## src/rtl/wisc_pkg.sv

```systemverilog
// Shared WISC-SP20 definitions: opcode constants, NOP encoding and the hazard FSM state type.
package wisc_pkg;

    localparam logic [4:0] OP_LD   = 5'b10001;
    localparam logic [4:0] OP_ST   = 5'b10000;
    localparam logic [4:0] OP_STU  = 5'b10011;
    localparam logic [4:0] OP_HALT = 5'b00000;

    localparam logic [15:0] NOP_INSTR = 16'h0800;

    typedef enum logic [1:0] {
        RUN      = 2'd0,
        MEM_WAIT = 2'd1,
        HALTED   = 2'd2
    } hz_state_t;

    // Stores read rt as write data even when decode does not flag it.
    function automatic logic reads_store_data(input logic [4:0] op);
        return (op == OP_ST) || (op == OP_STU);
    endfunction

endpackage

```

## src/rtl/sat_counter.sv

```systemverilog
// Width-parameterised saturating up-counter with increment enable and synchronous reset.
module sat_counter #(
    parameter int unsigned W = 16
) (
    input  logic         clk,
    input  logic         rst,
    input  logic         inc,
    output logic [W-1:0] count
);

    always_ff @(posedge clk) begin
        if (rst)
            count <= '0;
        else if (inc && (count != '1))
            count <= count + 1'b1;
    end

endmodule

```

## src/rtl/hazard_ctl.sv

```systemverilog
module hazard_ctl
  import wisc_pkg::*;
#(
  parameter int unsigned STAT_W = 16
) (
  input  logic              clk,
  input  logic              rst,
  input  logic [15:0]       instruction_d,
  input  logic [2:0]        rs_d,
  input  logic [2:0]        rt_d,
  input  logic              valid_rs,
  input  logic              valid_rt,
  input  logic              mem_read_ex,
  input  logic [2:0]        rd_e,
  input  logic              valid_rd_e,
  input  logic              branch_taken_e,
  input  logic              imem_stall,
  input  logic              dmem_stall,
  input  logic              dmem_done,
  input  logic              halt_m,
  output logic              stall_pc,
  output logic              stall_fd,
  output logic              nop_fd,
  output logic              bubble_de,
  output logic              d_Stall,
  output logic              real_stall,
  output logic              flush_fd,
  output logic              halted
`ifdef HAZARD_STATS_EN
  ,
  output logic [STAT_W-1:0] lu_count,
  output logic [STAT_W-1:0] mem_wait_count,
  output logic [STAT_W-1:0] flush_count
`endif
);

  hz_state_t state_q, state_d;

  logic dmem_hold;
  logic rt_read;
  logic load_use;
  logic unused_instr_bits;

  assign unused_instr_bits = ^instruction_d[10:0];

  assign dmem_hold = dmem_stall && !dmem_done;
  assign rt_read   = valid_rt || reads_store_data(instruction_d[15:11]);
  assign load_use  = mem_read_ex && valid_rd_e &&
                     ((valid_rs && (rs_d == rd_e)) || (rt_read && (rt_d == rd_e)));

  always_comb begin
    state_d    = state_q;
    stall_pc   = 1'b0;
    stall_fd   = 1'b0;
    nop_fd     = 1'b0;
    bubble_de  = 1'b0;
    d_Stall    = 1'b0;
    real_stall = 1'b0;
    flush_fd   = 1'b0;
    halted     = 1'b0;

    case (state_q)
      RUN: begin
        if (dmem_hold)
          state_d = MEM_WAIT;
        else if (halt_m)
          state_d = HALTED;
        real_stall = dmem_hold;
      end
      MEM_WAIT: begin
        if (dmem_done)
          state_d = halt_m ? HALTED : RUN;
        real_stall = !dmem_done;
      end
      HALTED: begin
        real_stall = 1'b1;
        halted     = 1'b1;
      end
      default: state_d = RUN;
    endcase

    if (real_stall) begin
      stall_pc = 1'b1;
      stall_fd = 1'b1;
    end else if (branch_taken_e) begin
      flush_fd = 1'b1;
    end else if (load_use) begin
      d_Stall   = 1'b1;
      bubble_de = 1'b1;
      stall_pc  = 1'b1;
      stall_fd  = 1'b1;
    end else if (imem_stall) begin
      stall_pc = 1'b1;
      nop_fd   = 1'b1;
    end

    if (rst) begin
      stall_pc   = 1'b0;
      stall_fd   = 1'b0;
      nop_fd     = 1'b0;
      bubble_de  = 1'b0;
      d_Stall    = 1'b0;
      real_stall = 1'b0;
      flush_fd   = 1'b0;
      halted     = 1'b0;
    end
  end

  always_ff @(posedge clk) begin
    if (rst)
      state_q <= RUN;
    else
      state_q <= state_d;
  end

`ifdef HAZARD_STATS_EN
  logic [STAT_W-1:0] lu_cnt, mem_cnt, flush_cnt;

  sat_counter #(.W(STAT_W)) u_lu_cnt (
    .clk   (clk),
    .rst   (rst),
    .inc   (d_Stall),
    .count (lu_cnt)
  );

  sat_counter #(.W(STAT_W)) u_mem_cnt (
    .clk   (clk),
    .rst   (rst),
    .inc   (real_stall && !halted),
    .count (mem_cnt)
  );

  sat_counter #(.W(STAT_W)) u_flush_cnt (
    .clk   (clk),
    .rst   (rst),
    .inc   (flush_fd),
    .count (flush_cnt)
  );

  assign lu_count       = rst ? '0 : lu_cnt;
  assign mem_wait_count = rst ? '0 : mem_cnt;
  assign flush_count    = rst ? '0 : flush_cnt;
`endif

endmodule

```

## config.mk

```make
export PLATFORM = sky130hd
export DESIGN_NAME = hazard_ctl
export DESIGN_NICKNAME = d
export VERILOG_FILES = /design/src/rtl/wisc_pkg.sv /design/src/rtl/sat_counter.sv /design/src/rtl/hazard_ctl.sv
export SDC_FILE = /design/constraint.sdc
export NUM_CORES = 1
export LEC_CHECK = 0
export ABC_AREA = 1
export CAP_MARGIN = 10
export CORE_UTILIZATION = 24
export CTS_CLUSTER_SIZE = 16
export DETAILED_ROUTE_END_ITERATION = 10
export PLACE_DENSITY = 0.72
export SETUP_SLACK_MARGIN = 0.3
export SYNTH_ARGS = -nofsm -noshare
export SYNTH_HDL_FRONTEND = slang
export SYNTH_SLANG_ARGS = --single-unit
```

## constraint.sdc

```tcl
create_clock -name clk -period 1 [get_ports clk]
set_input_delay 0.1 -clock clk [delete_from_list [all_inputs] [get_ports clk]]
set_output_delay 0.1 -clock clk [all_outputs]
set_load 0.05 [all_outputs]
```

==> impl_metrics.toml <==
[timing]
drv_slew = 0
rsz0062_at_grt = "true"
fmax_ghz = 0.6975
clock_skew_ns = 0.001496
setup_viol = 9
worst_pin_slew_ns = 0.2046
period_minus_slack_ns = 1.434
finalHoldViolCount = 0
fin_crit_sh = 1.434
fin_ws_ns = -0.4337
fin_tns_setup_ns = -3.080
relSlewSlack = 0.8635

[placed_design]
pre_cts_slack_ns = -0.5804
place_congestion = 0.6857
dp_hpwl_um = 945.7
port_buffers = 32
placed_area_sq_um = 887.1

[layout]
final_common_cell = "nand2_1"
fin_nets = 153
layout_common_cells = "nand2_1 (19), inv_1 (13), buf_12 (8), buf_4 (8)"
fin_area_sq_um = 959.7
reg_top3 = "state_q (2)"
diodes = 0
largest_register_ffs = 2
fillerInstances = 113
seqCellArea_sq_um = 42.54
synthToLayoutAreaGrowth_pct = 149.0
finish.utilization = 0.6370
final_layout_size_suffix_gt1_frac = 0.4870
multi_input_area_sq_um = 340.3
largest-register = "state_q"

[logic_synthesis]
syn_avg_cell_area_sq_um = 5.428
synth_top_cell_by_area = "nand2_1"
syn_area_sq_um = 385.4
synth_top_area_frac = 0.2045
synth_top_cells_by_area = "nand2_1 (20%), inv_1 (18%), dfxtp_1 (10%), nand2_4 (5.8%), nor2_1 (5.8%)"
synth.yosys.warnings = 0
yosysSeqAreaShare = 0.1039
synthesis.nets = 107
synth.distinct_cells = 21
synth-seq-cells = 2
synth_cells = 71

[setup_path]
critical_path_class = "reg2out"
critPathArrivalTime_ns = 1.33
regToRegSetupSlack_ns = -0.02
crit_buf_inv = 4
critPathTopFamily = "simple AND/OR/NAND/NOR gates"
cp-start-kind = "flip-flop"
crit_path_end_kind = "primary output"
crit_chain = "inv_2 -> or2_4 -> nand2_2 -> inv_2 -> nand2_4 -> nand2_4 -> clkinvlp_4 -> buf_12"
cp_num_cells = 8
cp_data_required_time_ns = 0.90
ff2ff_path_depth = 5
cp_slowest_cell = "dfxtp_2"
reg2reg_to = "state_q[1]"
cp-endpoint = "real_stall"
cpPeakStageDelay_ns = 0.33
startpoint = "state_q[1]"
worstPathMaxFanout = 3
r2r_start = "state_q[1]"

[power]
netSwitchingFraction = 0.3772
seq_power_share = 0.128
p_total_mw = 0.7411
internal-power_mw = 0.4615
p_sw_mw = 0.2796
ir_drop_uv = 632.3
clkPwrFrac = 0.234
pwr-share-comb = 0.638
p_per_area_mw_per_mm2 = 772.2
cellLeakagePower_nw = 0.5145

[routing]
drcViolationCount = 0
avgViaCountPerCell = 4.206
dr.pass1.iters = 2
totalWireLength_mm = 1.163
avgRoutedWirePerCell_um = 8.878
vias = 551
first_iter_violations = 3
detail-route-antenna-nets = 0

[cts]
cts_buffer_depth = 2
cts_root_buf = "clkbuf_4"
clock-sinks = 2
htreeDepth = 1
clkLatencyLatePin_ns = 0.22
cts_buffers = 3
cts_tree = "yes"
clk_pin_slew_ns = 0.03

[die]
start_util = 0.2558
die_height_um = 42.07
dieArea_sq_mm = 0.001770
core_area_sq_mm = 0.001506
io_pins = 44
fp-row-count = 14
die_w_um = 42.07

[global_routing]
overflow = 0
grt_max_degree = 5
grt_pass1_vias = 551
grt_pass1_wl_mm = 2.097
grt_use_total = 0.1502
antenna_found_initial = 0

[hold_path]
hold_path_class = "in2reg"

[flow_run]
max_cap_violations = 0

[status]
violations = "setup timing"
status = "complete, but fails checks"
==> power groups by stage <==
stage          registers (mW)  logic [mW]  clock network, mW
3_3_place_gp           0.0935       0.444                  0
2_1_floorplan          0.0931       0.214                  0
5_1_grt                0.0946       0.507              0.192
4_1_cts                0.0944       0.461              0.183
3_5_place_dp           0.0943       0.448                  0
6_report               0.0948       0.473              0.174
==> metrics by stage <==
stage | hold WS, ns | std cells
after floorplan | 0.1617 | 71
after global placement | 0.5374 | 124
after detailed placement | 0.5658 | 124
after CTS | 0.4914 | 129
after global routing | 0.3464 | 131
final | 0.3138 | 131
==> area by class of cell <==
| cell class | count | share of cell area |
|---|---|---|
| Sequential cell | 2 | 0.04433 |
| Tap cell | 16 | 0.02086 |
| Inverter | 20 | 0.08214 |
| Multi-Input combinational cell | 48 | 0.3546 |
| Timing Repair Buffer | 42 | 0.4746 |
| Clock buffer | 3 | 0.02347 |
==> cells in the mapped netlist <==
| cell type | instances |
|---|---|
| or2_4 | 1 |
| inv_1 | 18 |
| nand2_1 | 21 |
| xor2_1 | 1 |
| nor3b_1 | 1 |
| dfxtp_1 | 2 |
| nand2_2 | 2 |
| a21boi_0 | 1 |
| nand2_4 | 2 |
| nor3_1 | 1 |
| nand3_4 | 1 |
| inv_2 | 2 |
| nand4_1 | 1 |
| nand3_1 | 2 |
| xnor2_1 | 1 |
| nand3_2 | 1 |
| o2111ai_1 | 1 |
| nor2_2 | 2 |
| buf_4 | 1 |
| a21oi_1 | 3 |
| nor2_1 | 6 |
==> kinds of logic (layout without fill, tap and decap cells) <==
group           after synthesis  in the layout  synth area share
simple gates                 41             41            0.5552
buf+inv                      21             65            0.2143
compound gates                5              5           0.08117
xor+xnor                      2              2           0.04546
flops                         2              2            0.1039
==> tightest hold or removal path: cells and delay by family <==
| family | cells | cell delay (ns) |
|---|---|---|
| buffers and inverters | 3 | 0.26 |
| AND/OR/NAND/NOR | 1 | 0.08 |
| AO/OA/AOI/OAI | 1 | 0.05 |
==> layer usage <==
metal  track usage  vias to the layer above  part of all wire
met5             0                        -                 0
met1        0.1723                      240              0.40
met4       0.05625                        0             0.015
li1              -                      298                 -
met2        0.2938                       11              0.56
met3             0                        2             0.027
==> timing repair <==
item / CTS / global route
gates resized for setup: 27 / 23
hold buffers: 0 / 0
cloned: 0 / 0
pin swaps: 21 / 20
buffers inserted: 2 / 2
endpoints found under the setup margin: 10 / 10
==> worst min path at each step <==
stage | depth (start not counted) | startpoint | to | slack, ns
floorplan | 1 | rst | state_q[0] | 0.16
global placement | 3 | state_q[1] | state_q[1] | 0.54
detailed placement | 3 | state_q[1] | state_q[1] | 0.57
CTS | 3 | halt_m | state_q[1] | 0.49
global route | 5 | dmem_done | state_q[0] | 0.35
finish | 5 | dmem_done | state_q[0] | 0.31
No activity file was read; power rests on OpenSTA's default activity.
